`src/rtl/im_port_arbiter_if.sv`:
```
// Bundles the fetch, loader and IM-array signals around im_port_arbiter.
// The slave modport is the arbiter's view; master is the requesters/array side.
interface im_port_arbiter_if #(
  parameter int unsigned AW = 10
);
  logic          boot_done;
  logic          f_req;
  logic [31:0]   f_addr;
  logic          f_flush;
  logic          f_gnt;
  logic          f_rvalid;
  logic [31:0]   f_rdata;
  logic          f_err;
  logic          l_req;
  logic          l_we;
  logic [31:0]   l_addr;
  logic [31:0]   l_wdata;
  logic          l_gnt;
  logic          l_rvalid;
  logic [31:0]   l_rdata;
  logic          mem_en;
  logic          mem_we;
  logic [AW-1:0] mem_addr;
  logic [31:0]   mem_wdata;
  logic [31:0]   mem_rdata;

  modport slave (
    input  boot_done, f_req, f_addr, f_flush, l_req, l_we, l_addr, l_wdata, mem_rdata,
    output f_gnt, f_rvalid, f_rdata, f_err, l_gnt, l_rvalid, l_rdata,
           mem_en, mem_we, mem_addr, mem_wdata
  );

  modport master (
    output boot_done, f_req, f_addr, f_flush, l_req, l_we, l_addr, l_wdata, mem_rdata,
    input  f_gnt, f_rvalid, f_rdata, f_err, l_gnt, l_rvalid, l_rdata,
           mem_en, mem_we, mem_addr, mem_wdata
  );
endinterface

```
`src/rtl/im_port_arbiter.sv`:
```
// Shares the single-port instruction memory between the IF fetch port and the
// loader/debug port: boot sequencing, arbitration, read-return pipeline, flush.
module im_port_arbiter #(
  parameter int unsigned AW         = 10,
  parameter int unsigned STARVE_MAX = 4,
  parameter logic [31:0] BASE_ADDR  = 32'h0000_3000
) (
  input logic              clk,
  input logic              reset_n,
  im_port_arbiter_if.slave bus
);
  localparam int unsigned CW       = $clog2(STARVE_MAX + 1);
  localparam logic [31:0] IM_BYTES = 32'(4) << AW;

  typedef enum logic {ST_BOOT, ST_RUN} state_t;
  typedef enum logic [1:0] {OWN_NONE, OWN_FETCH, OWN_LOAD} owner_t;

  state_t        state;
  owner_t        resp_owner;
  logic          resp_bad;
  logic [CW-1:0] starve_cnt;
  logic [31:0]   f_hold;
  logic [31:0]   l_hold;

  logic [31:0]   f_off, l_off;
  logic          f_bad, l_bad;
  logic          f_gnt_c, l_gnt_c, f_acc_c, l_acc_c;
  logic          f_rvalid_c, l_rvalid_c;
  logic [31:0]   f_data_c, l_data_c;

  // Address decode: rebase, then reject misaligned or beyond-array addresses
  assign f_off = bus.f_addr - BASE_ADDR;
  assign l_off = bus.l_addr - BASE_ADDR;
  assign f_bad = (f_off[1:0] != 2'b00) || (f_off >= IM_BYTES);
  assign l_bad = (l_off[1:0] != 2'b00) || (l_off >= IM_BYTES);

  // Fetch only competes in RUN; after STARVE_MAX loader wins it takes one cycle
  assign f_gnt_c = reset_n && (state == ST_RUN) && bus.f_req &&
                   (!bus.l_req || (starve_cnt == CW'(STARVE_MAX)));
  assign l_gnt_c = reset_n && bus.l_req && !f_gnt_c;
  assign f_acc_c = f_gnt_c && !f_bad;
  assign l_acc_c = l_gnt_c && !l_bad;

  assign bus.f_gnt     = f_gnt_c;
  assign bus.l_gnt     = l_gnt_c;
  assign bus.mem_en    = f_acc_c || l_acc_c;
  assign bus.mem_we    = l_acc_c && bus.l_we;
  assign bus.mem_addr  = f_acc_c ? f_off[AW+1:2] : (l_acc_c ? l_off[AW+1:2] : '0);
  assign bus.mem_wdata = l_acc_c ? bus.l_wdata : '0;

  // Response cycle: array data passes straight through; a flush kills it here too
  assign f_rvalid_c = (resp_owner == OWN_FETCH) && !bus.f_flush;
  assign l_rvalid_c = (resp_owner == OWN_LOAD);
  assign f_data_c   = resp_bad ? 32'h0 : bus.mem_rdata;
  assign l_data_c   = resp_bad ? 32'h0 : bus.mem_rdata;

  assign bus.f_rvalid = f_rvalid_c;
  assign bus.f_err    = f_rvalid_c && resp_bad;
  assign bus.f_rdata  = f_rvalid_c ? f_data_c : f_hold;
  assign bus.l_rvalid = l_rvalid_c;
  assign bus.l_rdata  = l_rvalid_c ? l_data_c : l_hold;

  always_ff @(posedge clk or negedge reset_n) begin
    if (!reset_n) begin
      state      <= ST_BOOT;
      resp_owner <= OWN_NONE;
      resp_bad   <= 1'b0;
      starve_cnt <= '0;
      f_hold     <= '0;
      l_hold     <= '0;
    end else begin
      if (state == ST_BOOT && bus.boot_done) state <= ST_RUN;

      if (state != ST_RUN || !bus.f_req || f_gnt_c)
        starve_cnt <= '0;
      else if (l_gnt_c && starve_cnt != CW'(STARVE_MAX))
        starve_cnt <= starve_cnt + CW'(1);

      // Flush in the grant cycle cancels the response before it is scheduled
      if (f_gnt_c && !bus.f_flush) begin
        resp_owner <= OWN_FETCH;
        resp_bad   <= f_bad;
      end else if (l_gnt_c && !bus.l_we) begin
        resp_owner <= OWN_LOAD;
        resp_bad   <= l_bad;
      end else begin
        resp_owner <= OWN_NONE;
        resp_bad   <= 1'b0;
      end

      if (f_rvalid_c) f_hold <= f_data_c;
      if (l_rvalid_c) l_hold <= l_data_c;
    end
  end
endmodule
```
`src/flat_wrapper.sv`:
```
// flat-port wrapper written by rule: the top's interface ports become plain ports
module im_port_arbiter_flat 
#(
  parameter int unsigned AW         = 10,
  parameter int unsigned STARVE_MAX = 4,
  parameter logic [31:0] BASE_ADDR  = 32'h0000_3000
)
  (clk, reset_n, bus_boot_done, bus_f_req, bus_f_addr, bus_f_flush, bus_l_req, bus_l_we, bus_l_addr, bus_l_wdata, bus_mem_rdata, bus_f_gnt, bus_f_rvalid, bus_f_rdata, bus_f_err, bus_l_gnt, bus_l_rvalid, bus_l_rdata, bus_mem_en, bus_mem_we, bus_mem_addr, bus_mem_wdata);
  im_port_arbiter_if #(.AW(AW)) bus_i ();
  input logic clk;
  input logic reset_n;
  input wire logic [$bits(bus_i.boot_done)-1:0] bus_boot_done;
  input wire logic [$bits(bus_i.f_req)-1:0] bus_f_req;
  input wire logic [$bits(bus_i.f_addr)-1:0] bus_f_addr;
  input wire logic [$bits(bus_i.f_flush)-1:0] bus_f_flush;
  input wire logic [$bits(bus_i.l_req)-1:0] bus_l_req;
  input wire logic [$bits(bus_i.l_we)-1:0] bus_l_we;
  input wire logic [$bits(bus_i.l_addr)-1:0] bus_l_addr;
  input wire logic [$bits(bus_i.l_wdata)-1:0] bus_l_wdata;
  input wire logic [$bits(bus_i.mem_rdata)-1:0] bus_mem_rdata;
  output wire logic [$bits(bus_i.f_gnt)-1:0] bus_f_gnt;
  output wire logic [$bits(bus_i.f_rvalid)-1:0] bus_f_rvalid;
  output wire logic [$bits(bus_i.f_rdata)-1:0] bus_f_rdata;
  output wire logic [$bits(bus_i.f_err)-1:0] bus_f_err;
  output wire logic [$bits(bus_i.l_gnt)-1:0] bus_l_gnt;
  output wire logic [$bits(bus_i.l_rvalid)-1:0] bus_l_rvalid;
  output wire logic [$bits(bus_i.l_rdata)-1:0] bus_l_rdata;
  output wire logic [$bits(bus_i.mem_en)-1:0] bus_mem_en;
  output wire logic [$bits(bus_i.mem_we)-1:0] bus_mem_we;
  output wire logic [$bits(bus_i.mem_addr)-1:0] bus_mem_addr;
  output wire logic [$bits(bus_i.mem_wdata)-1:0] bus_mem_wdata;
  assign bus_i.boot_done = bus_boot_done;
  assign bus_i.f_req = bus_f_req;
  assign bus_i.f_addr = bus_f_addr;
  assign bus_i.f_flush = bus_f_flush;
  assign bus_i.l_req = bus_l_req;
  assign bus_i.l_we = bus_l_we;
  assign bus_i.l_addr = bus_l_addr;
  assign bus_i.l_wdata = bus_l_wdata;
  assign bus_i.mem_rdata = bus_mem_rdata;
  assign bus_f_gnt = bus_i.f_gnt;
  assign bus_f_rvalid = bus_i.f_rvalid;
  assign bus_f_rdata = bus_i.f_rdata;
  assign bus_f_err = bus_i.f_err;
  assign bus_l_gnt = bus_i.l_gnt;
  assign bus_l_rvalid = bus_i.l_rvalid;
  assign bus_l_rdata = bus_i.l_rdata;
  assign bus_mem_en = bus_i.mem_en;
  assign bus_mem_we = bus_i.mem_we;
  assign bus_mem_addr = bus_i.mem_addr;
  assign bus_mem_wdata = bus_i.mem_wdata;
  im_port_arbiter #(.AW(AW), .STARVE_MAX(STARVE_MAX), .BASE_ADDR(BASE_ADDR)) u_core (.clk(clk), .reset_n(reset_n), .bus(bus_i));
endmodule
```
`config.mk`:
```
export PLATFORM = sky130hd
export DESIGN_NAME = im_port_arbiter_flat
export DESIGN_NICKNAME = d
export VERILOG_FILES = /design/src/rtl/im_port_arbiter_if.sv /design/src/rtl/im_port_arbiter.sv /design/src/flat_wrapper.sv
export SDC_FILE = /design/constraint.sdc
export NUM_CORES = 1
export LEC_CHECK = 0
export CORE_AREA = 2 2 96 98
export CTS_CLUSTER_SIZE = 12
export DETAILED_ROUTE_END_ITERATION = 8
export DIE_AREA = 0 0 98 100
export DONT_BUFFER_PORTS = 1
export PLACE_DENSITY = 0.5
export SLEW_MARGIN = 30
export SYNTH_ARGS = -nofsm -noshare
export SYNTH_HDL_FRONTEND = slang
export SYNTH_SLANG_ARGS = --single-unit
```
`constraint.sdc`:
```
create_clock -name clk -period 2.8 [get_ports clk]
set_clock_uncertainty 0.1 [all_clocks]
set_input_delay 0.14 -clock clk [delete_from_list [all_inputs] [get_ports clk]]
set_output_delay 0.14 -clock clk [all_outputs]
set_load 0.01 [all_outputs]
```
==> results of run 1 <==
[worst max path at each step]
stage	from	endpoint	slack (ps)	cells after the start
after floorplan	u_core.starve_cnt[0]	bus_mem_addr[0]	730	7
after global placement	u_core.starve_cnt[0]	bus_mem_addr[1]	650	7
after detailed placement	u_core.starve_cnt[0]	bus_mem_addr[1]	630	7
after CTS	reset_n	bus_mem_addr[1]	190	6
after global routing	reset_n	bus_mem_addr[1]	100	6
final	reset_n	bus_mem_addr[1]	220	6
[metal layers]
| metal | wire length (um) | vias to the layer above | part of all wire | global-route usage |
|---|---|---|---|---|
| li1 | - | 1202 | - | - |
| met1 | 3820 | 1186 | 0.42 | 0.234 |
| met2 | 4520 | 122 | 0.49 | 0.286 |
| met3 | 688 | 10 | 0.075 | 0.0675 |
| met4 | 148 | 0 | 0.016 | 0.0588 |
| met5 | 0 | - | 0 | 0 |
[cell type report]
cell class	count	area (um^2)
well taps	111	139
repair buffers	21	208
flip-flops and latches	71	1780
clock buffers	11	151
multi-input cells	254	1350
clock inverters	5	63.8
inverters	6	22.5
fillers	886	5180
[cell families (layout without fill, tap and decap cells)]
family          after synthesis  count (layout)
buf+inv                      28              43
flops                        71              71
compound gates               83              83
simple gates                167             167
mux                           2               2
fa+ha+maj                     2               2
[layout by cell type (no fill, tap or decap), drive strengths merged, types with 3 or more instances in the layout]
| master | synthesis | layout |
|---|---|---|
| nor2 | 5 | 5 |
| inv | 6 | 8 |
| nor4 | 7 | 7 |
| a22o | 10 | 10 |
| dfrtp | 71 | 71 |
| dlygate4sd3 | 0 | 12 |
| o21ai | 66 | 66 |
| and2 | 33 | 33 |
| buf | 6 | 9 |
| clkbuf | 16 | 11 |
| nand4 | 3 | 3 |
| nand2 | 100 | 100 |
| nand2b | 3 | 3 |
[state kept, by name, indices dropped and copies added (netlist names)]
signal             cells
u_core.state           1
u_core.starve_cnt      3
u_core.resp_owner      2
u_core.f_hold         32
u_core.resp_bad        1
u_core.l_hold         32
[report_power, final]
part | total (uW) | switching [uW] | internal (uW)
clock | 868 | 400 | 468
sequential | 1260 | 48.5 | 1210
combinational | 428 | 328 | 99.7
[stage by stage]
stage          instance area (um^2)  power (uW)  utilization  hold slack (ps)
5_1_grt                        3710        2710        0.418             8.22
3_5_place_dp                   3350        1670        0.377             -253
3_3_place_gp                   3350        1660        0.377             -254
6_report                       3710        2550        0.418             19.6
2_1_floorplan                  3240        1570            -             -256
4_1_cts                        3710        2600        0.418             1.96
[what timing repair did]
action                    4_1_cts  5_1_grt
buffers inserted                0        0
hold buffers                   13        0
hold endpoints to repair       82        0
[cells in the mapped netlist]
| library cell | count | area (um^2) |
|---|---|---|
| a2111oi_2 | 1 | 15.0 |
| a2111oi_4 | 1 | 27.5 |
| a211oi_1 | 1 | 7.51 |
| a21boi_1 | 1 | 7.51 |
| a21oi_1 | 2 | 10.0 |
| a22o_1 | 10 | 87.6 |
| and2_1 | 33 | 206 |
| and3b_1 | 1 | 8.76 |
| buf_1 | 5 | 18.8 |
| buf_4 | 1 | 7.51 |
| clkbuf_1 | 16 | 60.1 |
| dfrtp_1 | 71 | 1780 |
| ha_1 | 2 | 25.0 |
| inv_1 | 6 | 22.5 |
| mux2_2 | 1 | 11.3 |
| mux2i_1 | 1 | 10.0 |
| nand2_1 | 100 | 375 |
| nand2b_1 | 3 | 18.8 |
| nand3_1 | 2 | 10.0 |
| nand4_1 | 3 | 18.8 |
| nand4b_1 | 1 | 8.76 |
| nor2_1 | 5 | 18.8 |
| nor2b_1 | 2 | 12.5 |
| nor3_1 | 2 | 10.0 |
| nor3b_1 | 2 | 15.0 |
| nor4_1 | 7 | 43.8 |
| nor4b_4 | 1 | 23.8 |
| nor4bb_1 | 1 | 10.0 |
| o21ai_0 | 66 | 330 |
| o31ai_1 | 1 | 7.51 |
| or2_1 | 1 | 6.26 |
| or2_2 | 1 | 6.26 |
| or3b_2 | 2 | 17.5 |
==> impl_results.html, run 1 <==
<table>
<tr><th>Metric</th><th>Value</th></tr>
<tr><th colspan="2">Setup path</th></tr>
<tr><td>Worst reg2reg path startpoint</td><td>u_core.resp_owner[1]</td></tr>
<tr><td>Cell Chain, Critical Path</td><td>dlygate4sd3_1, buf_16, or3b_2, a2111oi_2, buf_4, a22o_1</td></tr>
<tr><td>Data required time at the worst endpoint</td><td>roughly 2600 ps</td></tr>
<tr><td>Critical path startpoint category</td><td>primary input</td></tr>
<tr><td>Crit path max-delay cell type</td><td>dlygate4sd3_1</td></tr>
<tr><td>R2R setup slack</td><td>~650 ps</td></tr>
<tr><td>Category of cells accounting for the largest share of critical-path delay</td><td>buffers and inverters</td></tr>
<tr><td>Worst path max stage delay</td><td>between 600 and 700 ps</td></tr>
<tr><td>Total buffers and inverters traversed by the critical path</td><td>3</td></tr>
<tr><td>Number of cell instances on the worst register-to-register path</td><td>3</td></tr>
<tr><td>Setup Crit Path Kind</td><td>in2out</td></tr>
<tr><td>Critical Path End Type</td><td>output pin</td></tr>
<tr><td>Maximum fanout along the worst path</td><td>between 70 and 80</td></tr>
<tr><td>FF-to-FF End</td><td>u_core.f_hold[1]</td></tr>
<tr><td>Critical Path AT</td><td>around 2300 ps</td></tr>
<tr><th colspan="2">Power and ir drop</th></tr>
<tr><td>P per Cell Area</td><td>a little under 700 nW/um^2</td></tr>
<tr><td>Static leakage</td><td>roughly 0.0017 uW</td></tr>
<tr><td>Worst VDD drop</td><td>roughly 240 uV</td></tr>
<tr><th colspan="2">Route</th></tr>
<tr><td>Iteration-0 DRC Markers</td><td>between 100 and 150</td></tr>
<tr><td>Ratio of routed vias to standard cells</td><td>between 5 and 6</td></tr>
<tr><td>Wire length per cell</td><td>19.2 um</td></tr>
<tr><td>Number of iterations in the first detailed-routing pass</td><td>4</td></tr>
<tr><td>Number of remaining DRC errors</td><td>0</td></tr>
<tr><td>Total wire length after detailed routing</td><td>9.18 mm</td></tr>
<tr><td>Count of nets left with antenna violations after detail routing</td><td>0</td></tr>
<tr><td>Count of vias placed by the detailed router</td><td>2520</td></tr>
<tr><th colspan="2">Timing</th></tr>
<tr><td>Fin crit share</td><td>0.922</td></tr>
<tr><td>Count of endpoints failing hold in the final timing report</td><td>0</td></tr>
<tr><td>RSZ-0062 raised after global routing</td><td>false</td></tr>
<tr><td>Setup violators final</td><td>0</td></tr>
<tr><td>Setup TNS</td><td>0 ps</td></tr>
<tr><td>Final period demand of the worst path</td><td>roughly 2600 ps</td></tr>
<tr><td>Least-Margin Pin Slew</td><td>666 ps</td></tr>
<tr><td>Final setup slack of the worst path</td><td>about 220 ps</td></tr>
<tr><td>Headroom to the max-slew limit</td><td>0.555</td></tr>
<tr><td>Total count of max-transition violations in the final report</td><td>0</td></tr>
<tr><td>Achievable clock frequency</td><td>387 MHz</td></tr>
<tr><th colspan="2">Yosys</th></tr>
<tr><td>Netlist cell types</td><td>33</td></tr>
<tr><td>Mapped Nets</td><td>490</td></tr>
<tr><td>Share of synthesized area occupied by flip-flops and latches</td><td>0.549</td></tr>
<tr><td>Synthesized area</td><td>between 3000 and 4000 um^2</td></tr>
<tr><td>Xor/xnor share of the synthesized area</td><td>0</td></tr>
<tr><td>Dominant combinational cell family by area after synthesis</td><td>simple AND/OR/NAND/NOR gates</td></tr>
<tr><td>Post-synthesis share of cell area spent on and, or, nand and nor gates</td><td>0.251</td></tr>
<tr><td>Complex-gate fraction of the synthesized area</td><td>0.152</td></tr>
<tr><td>Average cell area after synthesis</td><td>9.17 um^2</td></tr>
<tr><td>Number of standard cells after synthesis</td><td>between 300 and 400</td></tr>
<tr><td>Adder-cell share of the synthesized area</td><td>0.00773</td></tr>
<tr><td>Synthesis warning total</td><td>0</td></tr>
<tr><td>Flops &amp; latches, synth</td><td>slightly above 70</td></tr>
<tr><td>Post-synthesis mux area share</td><td>0.00657</td></tr>
<tr><th colspan="2">Clocking</th></tr>
<tr><td>Master cell of the clock root buffer</td><td>clkbuf_8</td></tr>
<tr><td>CTS tree</td><td>done</td></tr>
<tr><td># H-tree levels</td><td>3</td></tr>
<tr><td>Clock sink count</td><td>between 70 and 80</td></tr>
<tr><td>Clock-pin transition on the worst setup and hold timing paths</td><td>90 ps</td></tr>
<tr><td>Clock insertion delay at the later pin of the skew report</td><td>around 330 ps</td></tr>
<tr><td>Total of cells resized after clock tree synthesis</td><td>0</td></tr>
<tr><td>CTS max path bufs</td><td>2</td></tr>
<tr><td>Number of buffers added by the clock tree synthesis step</td><td>9</td></tr>
<tr><th colspan="2">Floorplan</th></tr>
<tr><td>Number of placed I/O pins</td><td>between 200 and 250</td></tr>
<tr><td>Die width</td><td>about 98 um</td></tr>
<tr><td>Overall die height</td><td>100 um</td></tr>
<tr><td>FP Rows</td><td>35</td></tr>
<tr><td>Core area</td><td>just under 9000 um^2</td></tr>
<tr><td>Initial Utilization</td><td>0.364</td></tr>
<tr><td>Total die area</td><td>roughly 9800 um^2</td></tr>
<tr><th colspan="2">Worst hold path</th></tr>
<tr><td>Hold Path Class</td><td>in2reg</td></tr>
<tr><td>Start point of the worst hold path</td><td>bus_mem_rdata[29]</td></tr>
<tr><td>WHS Endpoint</td><td>u_core.f_hold[29]</td></tr>
<tr><td>Worst hold path cell count</td><td>2</td></tr>
<tr><th colspan="2">Final layout</th></tr>
<tr><td>Final net count</td><td>500</td></tr>
<tr><td>Antenna cell count</td><td>0</td></tr>
<tr><td>Number of non-filler instances in the completed layout</td><td>roughly 480</td></tr>
<tr><td>Synthesis-to-finish area growth</td><td>14.8%</td></tr>
<tr><td>Fraction of final layout cells sized beyond drive strength 1</td><td>0.0897</td></tr>
<tr><th colspan="2">Job</th></tr>
<tr><td>Max Cap Violations</td><td>0</td></tr>
<tr><th colspan="2">Global route</th></tr>
<tr><td>Initial antenna violation count</td><td>0</td></tr>
<tr><td>Overall routing resource usage</td><td>0.182</td></tr>
<tr><td>Largest net degree at the start of global routing</td><td>79</td></tr>
<tr><td>Overall overflow remaining after global route</td><td>0</td></tr>
<tr><td>Via count of the first global-routing pass</td><td>2479</td></tr>
<tr><td>Global-route wire length before repair</td><td>around 14 mm</td></tr>
<tr><th colspan="2">Place</th></tr>
<tr><td>Post-DP HPWL</td><td>6.94 mm</td></tr>
<tr><td>Port Buffers</td><td>0</td></tr>
<tr><td>Post-Place Worst Slack</td><td>630 ps</td></tr>
<tr><td>Routability Congestion</td><td>0.760</td></tr>
<tr><td>Dpl cells</td><td>between 400 and 500</td></tr>
<tr><th colspan="2">Run status</th></tr>
<tr><td>Status</td><td>finished clean</td></tr>
</table>
No activity file was read; power rests on OpenSTA's default activity.
==> run 2, diff against run 1 <==
--- a/config.mk
+++ b/config.mk
@@ -5,12 +5,14 @@
 export SDC_FILE = /design/constraint.sdc
 export NUM_CORES = 1
 export LEC_CHECK = 0
+export CELL_PAD_IN_SITES_DETAIL_PLACEMENT = 0
+export CELL_PAD_IN_SITES_GLOBAL_PLACEMENT = 1
 export CORE_AREA = 2 2 96 98
 export CTS_CLUSTER_SIZE = 12
 export DETAILED_ROUTE_END_ITERATION = 8
 export DIE_AREA = 0 0 98 100
 export DONT_BUFFER_PORTS = 1
-export PLACE_DENSITY = 0.5
+export PLACE_DENSITY = 0.68
 export SLEW_MARGIN = 30
 export SYNTH_ARGS = -nofsm -noshare
 export SYNTH_HDL_FRONTEND = slang
==> run 2 against run 1 <==
Effect of this change: first-iteration DRC count shrank 10%; die area unchanged; sequential power is essentially flat; critical path depth unchanged; via count grew 5.1%; fmax barely moved; final cell count up 2.3%; flip-flop and latch count is the same; critical path type unchanged.
==> impl_results.html, run 2 (synthesis gave the netlist of run 1 again) <==
<table>
<tr><th>Metric</th><th>Value</th></tr>
<tr><th colspan="2">Global route</th></tr>
<tr><td>Overall routing resource usage</td><td>0.230 (+0.0483)</td></tr>
<tr><td>Overall overflow remaining after global route</td><td>0 (unchanged)</td></tr>
<tr><td>Global-route wire length before repair</td><td>16.3 mm (+19%)</td></tr>
<tr><td>Initial antenna violation count</td><td>3 (+3)</td></tr>
<tr><td>Largest net degree at the start of global routing</td><td>72 (-8.9%)</td></tr>
<tr><td>Via count of the first global-routing pass</td><td>2593 (+4.6%)</td></tr>
<tr><th colspan="2">Timing</th></tr>
<tr><td>Total count of max-transition violations in the final report</td><td>0 (unchanged)</td></tr>
<tr><td>Headroom to the max-slew limit</td><td>0.595 (+0.0392)</td></tr>
<tr><td>Count of endpoints failing hold in the final timing report</td><td>0 (unchanged)</td></tr>
<tr><td>Final setup slack of the worst path</td><td>219 ps (+0.288 ps)</td></tr>
<tr><td>Fin crit share</td><td>0.922 (about the same)</td></tr>
<tr><td>Achievable clock frequency</td><td>388 MHz (about the same)</td></tr>
<tr><td>Least-Margin Pin Slew</td><td>602 ps (-64.5 ps)</td></tr>
<tr><td>Setup violators final</td><td>0 (unchanged)</td></tr>
<tr><td>Worst-case hold slack</td><td>22.3 ps (+2.71 ps)</td></tr>
<tr><td>Final period demand of the worst path</td><td>2580 ps (-0.288 ps)</td></tr>
<tr><td>RSZ-0062 raised after global routing</td><td>false</td></tr>
<tr><td>Setup TNS</td><td>0 ps (unchanged)</td></tr>
<tr><th colspan="2">Route</th></tr>
<tr><td>Iteration-0 DRC Markers</td><td>129 (-10%)</td></tr>
<tr><td>Count of nets left with antenna violations after detail routing</td><td>0 (unchanged)</td></tr>
<tr><td>Ratio of routed vias to standard cells</td><td>5.41 (+2.8%)</td></tr>
<tr><td>Number of iterations in the first detailed-routing pass</td><td>4 (unchanged)</td></tr>
<tr><td>Wire length per cell</td><td>23.6 um (+23%)</td></tr>
<tr><td>Total wire length after detailed routing</td><td>11.5 mm (+26%)</td></tr>
<tr><td>Count of vias placed by the detailed router</td><td>2649 (+5.1%)</td></tr>
<tr><td>Number of remaining DRC errors</td><td>0 (unchanged)</td></tr>
<tr><th colspan="2">Floorplan</th></tr>
<tr><td>Overall die height</td><td>100 um (unchanged)</td></tr>
<tr><td>Initial Utilization</td><td>0.364 (unchanged)</td></tr>
<tr><td>Core area</td><td>8890 um^2 (unchanged)</td></tr>
<tr><td>Number of placed I/O pins</td><td>248 (unchanged)</td></tr>
<tr><td>FP Rows</td><td>35 (unchanged)</td></tr>
<tr><td>Total die area</td><td>9800 um^2 (unchanged)</td></tr>
<tr><td>Die width</td><td>98 um (unchanged)</td></tr>
<tr><th colspan="2">Clocking</th></tr>
<tr><td>CTS tree</td><td>done</td></tr>
<tr><td># Post-CTS Setup Buffers</td><td>0 (unchanged)</td></tr>
<tr><td>Clock insertion delay at the later pin of the skew report</td><td>340 ps (about the same)</td></tr>
<tr><td>Clock-pin transition on the worst setup and hold timing paths</td><td>80 ps (about the same)</td></tr>
<tr><td>Clock sink count</td><td>71 (unchanged)</td></tr>
<tr><td># H-tree levels</td><td>3 (unchanged)</td></tr>
<tr><td>CTS max path bufs</td><td>2 (unchanged)</td></tr>
<tr><td>Number of buffers added by the clock tree synthesis step</td><td>9 (unchanged)</td></tr>
<tr><td>Master cell of the clock root buffer</td><td>clkbuf_8</td></tr>
<tr><th colspan="2">Place</th></tr>
<tr><td>Post-DP HPWL</td><td>8.81 mm (+27%)</td></tr>
<tr><td>Post-Place Worst Slack</td><td>592 ps (-38.1 ps)</td></tr>
<tr><td>Routability Congestion</td><td>0.808 (+6.3%)</td></tr>
<tr><td>Port Buffers</td><td>0 (unchanged)</td></tr>
<tr><th colspan="2">Setup path</th></tr>
<tr><td>FF-to-FF End</td><td>u_core.f_hold[12]</td></tr>
<tr><td>Termination of the worst setup path</td><td>bus_mem_wdata[12]</td></tr>
<tr><td>Critical path startpoint category</td><td>primary input</td></tr>
<tr><td>Setup Crit Path Kind</td><td>in2out</td></tr>
<tr><td>Worst setup startpoint</td><td>reset_n</td></tr>
<tr><td>Worst reg2reg path startpoint</td><td>u_core.resp_owner[1]</td></tr>
<tr><td>Data required time at the worst endpoint</td><td>2560 ps (about the same)</td></tr>
<tr><td>R2R setup slack</td><td>710 ps (+60 ps)</td></tr>
<tr><td>Maximum fanout along the worst path</td><td>38 (-51%)</td></tr>
<tr><td>Number of cell instances on the worst register-to-register path</td><td>3 (unchanged)</td></tr>
<tr><td>Critical Path End Type</td><td>output pin</td></tr>
<tr><td>Critical Path AT</td><td>2340 ps (about the same)</td></tr>
<tr><th colspan="2">Worst hold path</th></tr>
<tr><td>Hold Path Class</td><td>in2reg</td></tr>
<tr><td>Worst hold path cell count</td><td>2 (unchanged)</td></tr>
<tr><th colspan="2">Final layout</th></tr>
<tr><td>Fraction of final layout cells sized beyond drive strength 1</td><td>0.0853 (-0.00434)</td></tr>
<tr><td>Reg area</td><td>1780 um^2 (unchanged)</td></tr>
<tr><td>Fill cell count</td><td>871 (-1.7%)</td></tr>
<tr><td>Synthesis-to-finish area growth</td><td>17.7%</td></tr>
<tr><td>Largest registers in the final layout</td><td>u_core.f_hold: 32 flops, u_core.l_hold: 32 flops, u_core.starve_cnt: 3 flops</td></tr>
<tr><td>Most common library cell in the layout ignoring fill and taps</td><td>nand2_1</td></tr>
<tr><td>Most frequent cells in the layout</td><td>100 x nand2_1, 71 x dfrtp_1, 66 x o21ai_0, 33 x and2_1, 19 x dlygate4sd3_1</td></tr>
<tr><td>Final net count</td><td>507 (+1.4%)</td></tr>
<tr><td>Area taken by multi-input logic gates</td><td>1350 um^2 (unchanged)</td></tr>
<tr><th colspan="2">Job</th></tr>
<tr><td>Max Cap Violations</td><td>0 (unchanged)</td></tr>
<tr><th colspan="2">Run status</th></tr>
<tr><td>Status</td><td>finished clean</td></tr>
<tr><th colspan="2">Power and ir drop</th></tr>
<tr><td>P per Cell Area</td><td>663 nW/um^2 (-3.5%)</td></tr>
<tr><td>Static leakage</td><td>0.00177 uW (+2.2%)</td></tr>
<tr><td>Worst VDD drop</td><td>251 uV (+6.7%)</td></tr>
</table>
run 2: worst max-delay path: stages:
cell and delay, ps:
dlygate4sd3_1 730, buf_16 170, nand2_1 130, nor4b_4 460, buf_4 390, and2_1 290
run 2: area by class of cell:
cell class	instances	share of cell area
well taps	111	0.0365
inverters	6	0.00591
diodes	4	0.00263
clock buffers	10	0.0335
multi-input cells	254	0.355
flip-flops and latches	71	0.466
repair buffers	28	0.0815
clock inverters	6	0.0184
run 2: where the power goes:
part | internal (uW) | leakage, uW | switching (uW) | total, uW
logic | 111 | 0.000766 | 331 | 442
clock network | 418 | 0.000101 | 412 | 830
registers | 1210 | 0.000902 | 46.5 | 1250
total | 1740 | 0.00177 | 789 | 2530
run 2: how the worst min path moves through the flow:
stage / from / to / slack (ps)
final: bus_mem_rdata[19] / u_core.f_hold[19] / 20
after global routing: bus_mem_rdata[15] / u_core.f_hold[15] / 4
after CTS: bus_mem_rdata[19] / u_core.f_hold[19] / 4
after detailed placement: reset_n / u_core.l_hold[9] / -250
after global placement: reset_n / u_core.l_hold[9] / -250
after floorplan: reset_n / u_core.f_hold[0] / -260
run 2: metrics by stage:
| stage | utilization | std cells | area, um^2 | total power [uW] |
|---|---|---|---|---|
| after global routing | 0.427 | 486 | 3800 | 2670 |
| after detailed placement | 0.377 | 449 | 3360 | 1670 |
| after CTS | 0.427 | 486 | 3800 | 2560 |
| final | 0.428 | 490 | 3810 | 2530 |
| after global placement | 0.377 | 449 | 3360 | 1660 |
| after floorplan | - | 353 | 3240 | 1570 |
run 2: layer usage:
metal / up-vias / track usage / routed length [um]
met5: - / 0 / 13
met4: 2 / 0.0620 / 122
met3: 15 / 0.110 / 1150
met2: 161 / 0.357 / 5510
met1: 1244 / 0.289 / 4750
li1: 1227 / - / -
run 2: what timing repair did:
| action | in CTS | in global routing |
|---|---|---|
| gates resized for setup | 0 | 0 |
| hold buffers | 21 | 0 |
| hold endpoints to repair | 91 | 0 |
==> run 3, diff against run 2 <==
--- a/config.mk
+++ b/config.mk
@@ -8,11 +8,13 @@
 export CELL_PAD_IN_SITES_DETAIL_PLACEMENT = 0
 export CELL_PAD_IN_SITES_GLOBAL_PLACEMENT = 1
 export CORE_AREA = 2 2 96 98
+export CTS_CLUSTER_DIAMETER = 30
 export CTS_CLUSTER_SIZE = 12
 export DETAILED_ROUTE_END_ITERATION = 8
 export DIE_AREA = 0 0 98 100
 export DONT_BUFFER_PORTS = 1
-export PLACE_DENSITY = 0.68
+export GPL_TIMING_DRIVEN = 0
+export PLACE_DENSITY_LB_ADDON = 0.1
 export SLEW_MARGIN = 30
 export SYNTH_ARGS = -nofsm -noshare
 export SYNTH_HDL_FRONTEND = slang
==> run 3 against run 2 <==
Effect of this change: power fell by 0.77%; non-clock buffer count rose by 8; first-iteration DRC count fell by 35%; final cell count rose by 0.82%.
==> impl_results.html, run 3 (synthesis gave the netlist of run 1 again) <==
<table>
<tr><th>Metric</th><th>Value</th></tr>
<tr><th colspan="2">Clocking</th></tr>
<tr><td># H-tree levels</td><td>3 (unchanged)</td></tr>
<tr><td>Clock sink count</td><td>71 (unchanged)</td></tr>
<tr><td># Post-CTS Setup Buffers</td><td>0 (unchanged)</td></tr>
<tr><td>Clock-pin transition on the worst setup and hold timing paths</td><td>80 ps (about the same)</td></tr>
<tr><td>Clock insertion delay at the later pin of the skew report</td><td>340 ps (about the same)</td></tr>
<tr><td>CTS tree</td><td>done</td></tr>
<tr><td>Number of buffers added by the clock tree synthesis step</td><td>9 (unchanged)</td></tr>
<tr><td>CTS max path bufs</td><td>2 (unchanged)</td></tr>
<tr><td>Master cell of the clock root buffer</td><td>clkbuf_8</td></tr>
<tr><th colspan="2">Final layout</th></tr>
<tr><td>Fraction of final layout cells sized beyond drive strength 1</td><td>0.0731 (-0.0122)</td></tr>
<tr><td>Most frequent cells in the layout</td><td>100 x nand2_1, 71 x dfrtp_1, 66 x o21ai_0, 33 x and2_1, 15 x clkbuf_1</td></tr>
<tr><td>Area taken by multi-input logic gates</td><td>1350 um^2 (unchanged)</td></tr>
<tr><td>Final net count</td><td>515 (+1.6%)</td></tr>
<tr><td>Largest registers in the final layout</td><td>u_core.f_hold: 32 flops, u_core.l_hold: 32 flops, u_core.starve_cnt: 3 flops</td></tr>
<tr><td>Antenna cell count</td><td>0 (-4)</td></tr>
<tr><td>Most common library cell in the layout ignoring fill and taps</td><td>nand2_1</td></tr>
<tr><td>Reg area</td><td>1780 um^2 (unchanged)</td></tr>
<tr><td>Synthesis-to-finish area growth</td><td>15.9%</td></tr>
<tr><td>Fill cell count</td><td>881 (+1.1%)</td></tr>
<tr><th colspan="2">Floorplan</th></tr>
<tr><td>Overall die height</td><td>100 um (unchanged)</td></tr>
<tr><td>Die width</td><td>98 um (unchanged)</td></tr>
<tr><td>Number of placed I/O pins</td><td>248 (unchanged)</td></tr>
<tr><td>FP Rows</td><td>35 (unchanged)</td></tr>
<tr><td>Core area</td><td>8890 um^2 (unchanged)</td></tr>
<tr><td>Initial Utilization</td><td>0.364 (unchanged)</td></tr>
<tr><td>Total die area</td><td>9800 um^2 (unchanged)</td></tr>
<tr><th colspan="2">Global route</th></tr>
<tr><td>Overall routing resource usage</td><td>0.224 (-0.00535)</td></tr>
<tr><td>Overall overflow remaining after global route</td><td>0 (unchanged)</td></tr>
<tr><td>Initial antenna violation count</td><td>0 (-3)</td></tr>
<tr><td>Largest net degree at the start of global routing</td><td>72 (unchanged)</td></tr>
<tr><td>Via count of the first global-routing pass</td><td>2687 (+3.6%)</td></tr>
<tr><td>Global-route wire length before repair</td><td>16.3 mm (+0.30%)</td></tr>
<tr><th colspan="2">Power and ir drop</th></tr>
<tr><td>Combinational share of power</td><td>0.175 (about the same)</td></tr>
<tr><td>Static leakage</td><td>0.00173 uW (-2.4%)</td></tr>
<tr><td>Overall power consumption</td><td>2510 uW (-0.77%)</td></tr>
<tr><td>P per Cell Area</td><td>668 nW/um^2 (+0.82%)</td></tr>
<tr><td>Switching Power</td><td>784 uW (-0.68%)</td></tr>
<tr><td>Clk network pwr share</td><td>0.325 (-0.004)</td></tr>
<tr><td>Internal power</td><td>1720 uW (-0.81%)</td></tr>
<tr><td>Worst VDD drop</td><td>224 uV (-11%)</td></tr>
<tr><td>Flop pwr share</td><td>0.500 (+0.004)</td></tr>
<tr><td>Net switching share of the total power</td><td>0.313 (about the same)</td></tr>
<tr><th colspan="2">Setup path</th></tr>
<tr><td>Critical Path AT</td><td>2430 ps (+90 ps)</td></tr>
<tr><td>Maximum fanout along the worst path</td><td>10 (-74%)</td></tr>
<tr><td>Critical path startpoint category</td><td>primary input</td></tr>
<tr><td>Critical Path End Type</td><td>output pin</td></tr>
<tr><td>Data required time at the worst endpoint</td><td>2560 ps (about the same)</td></tr>
<tr><td>Setup Crit Path Kind</td><td>in2out</td></tr>
<tr><th colspan="2">Place</th></tr>
<tr><td>Post-DP HPWL</td><td>8.31 mm (-5.6%)</td></tr>
<tr><td>Routability Congestion</td><td>0.839 (+3.8%)</td></tr>
<tr><td>Port Buffers</td><td>0 (unchanged)</td></tr>
<tr><th colspan="2">Timing</th></tr>
<tr><td>RSZ-0062 raised after global routing</td><td>false</td></tr>
<tr><td>Achievable clock frequency</td><td>375 MHz (-3.2%)</td></tr>
<tr><td>Setup TNS</td><td>0 ps (unchanged)</td></tr>
<tr><td>Count of endpoints failing hold in the final timing report</td><td>0 (unchanged)</td></tr>
<tr><td>Least-Margin Pin Slew</td><td>696 ps (+93.8 ps)</td></tr>
<tr><td>Fin crit share</td><td>0.952 (+0.0305)</td></tr>
<tr><td>Final period demand of the worst path</td><td>2670 ps (+85.4 ps)</td></tr>
<tr><td>Total count of max-transition violations in the final report</td><td>0 (unchanged)</td></tr>
<tr><td>Headroom to the max-slew limit</td><td>0.531 (-0.0632)</td></tr>
<tr><td>Setup violators final</td><td>0 (unchanged)</td></tr>
<tr><th colspan="2">Route</th></tr>
<tr><td>Iteration-0 DRC Markers</td><td>84 (-35%)</td></tr>
<tr><td>Total wire length after detailed routing</td><td>11.0 mm (-5.1%)</td></tr>
<tr><td>Number of remaining DRC errors</td><td>0 (unchanged)</td></tr>
<tr><td>Ratio of routed vias to standard cells</td><td>5.35 (-0.96%)</td></tr>
<tr><td>Count of vias placed by the detailed router</td><td>2645 (-0.15%)</td></tr>
<tr><td>Count of nets left with antenna violations after detail routing</td><td>0 (unchanged)</td></tr>
<tr><td>Wire length per cell</td><td>22.2 um (-5.9%)</td></tr>
<tr><td>Number of iterations in the first detailed-routing pass</td><td>4 (unchanged)</td></tr>
<tr><th colspan="2">Job</th></tr>
<tr><td>Max Cap Violations</td><td>0 (unchanged)</td></tr>
<tr><th colspan="2">Worst hold path</th></tr>
<tr><td>Hold Path Class</td><td>in2reg</td></tr>
<tr><th colspan="2">Run status</th></tr>
<tr><td>Status</td><td>finished clean</td></tr>
</table>
run 3: cell types whose count changed in the layout (fill, tap and decap cells not counted), sizes merged:
cell         delta
clkbuf         +14
clkinv          -1
clkinvlp        +2
diode           -4
dlygate4sd3     -7
run 3: cell type report:
class,instances,area share
inverters,6,0.00601
multi-input cells,254,0.361
clock inverters,7,0.0194
plain buffers,22,0.0230
flip-flops and latches,71,0.474
well taps,111,0.0370
clock buffers,9,0.0330
repair buffers,14,0.0467
run 3: power groups by stage:
stage	clock network, uW	logic [uW]	registers (uW)
after floorplan	0	312	1260
after global placement	0	398	1270
after detailed placement	0	400	1280
after CTS	838	448	1250
after global routing	892	499	1270
final	814	438	1250
run 3: per-stage QoR:
step                 util  cells  instance area, um^2  setup WS [ps]  hold WS, ps
detailed placement  0.380    464                 3370            471         -254
CTS                 0.421    494                 3750           69.6        0.990
finish              0.422    494                 3750            134         11.7
floorplan               -    353                 3240            735         -256
global route        0.422    494                 3750           1.12         4.75
global placement    0.380    464                 3370            445         -254
run 3: path summary, 6_finish.rpt:
path	startpoint	to	slack (ps)	cells after the start
min in group asynchronous	reset_n	u_core.f_hold[25]	510	3
min	bus_mem_rdata[29]	u_core.f_hold[29]	10	2
max reg2reg	u_core.resp_owner[1]	u_core.f_hold[30]	560	4
max in group asynchronous	reset_n	u_core.resp_bad	1780	3
max	reset_n	bus_mem_wdata[0]	130	6
min reg2reg	u_core.state	u_core.state	400	1
run 3: worst max-delay path, stage by stage:
cell           delay, ps
dlygate4sd3_1        730
buf_16               180
nand2_1              130
nor4b_4              530
buf_1                390
and2_1               330
run 3: repair_timing:
action | 4_1_cts | 5_1_grt
gates resized for setup | 0 | 3
endpoints found under the hold margin | 82 | 0
endpoints found under the setup margin | 0 | 3
hold buffers | 14 | 0
run 3: metal layers:
| layer | vias to the layer above | track usage | wire, um |
|---|---|---|---|
| li1 | 1237 | - | - |
| met3 | 16 | 0.0543 | 840 |
| met4 | 0 | 0.0737 | 206 |
| met2 | 138 | 0.348 | 5140 |
| met5 | - | 0 | 0 |
| met1 | 1254 | 0.312 | 4770 |
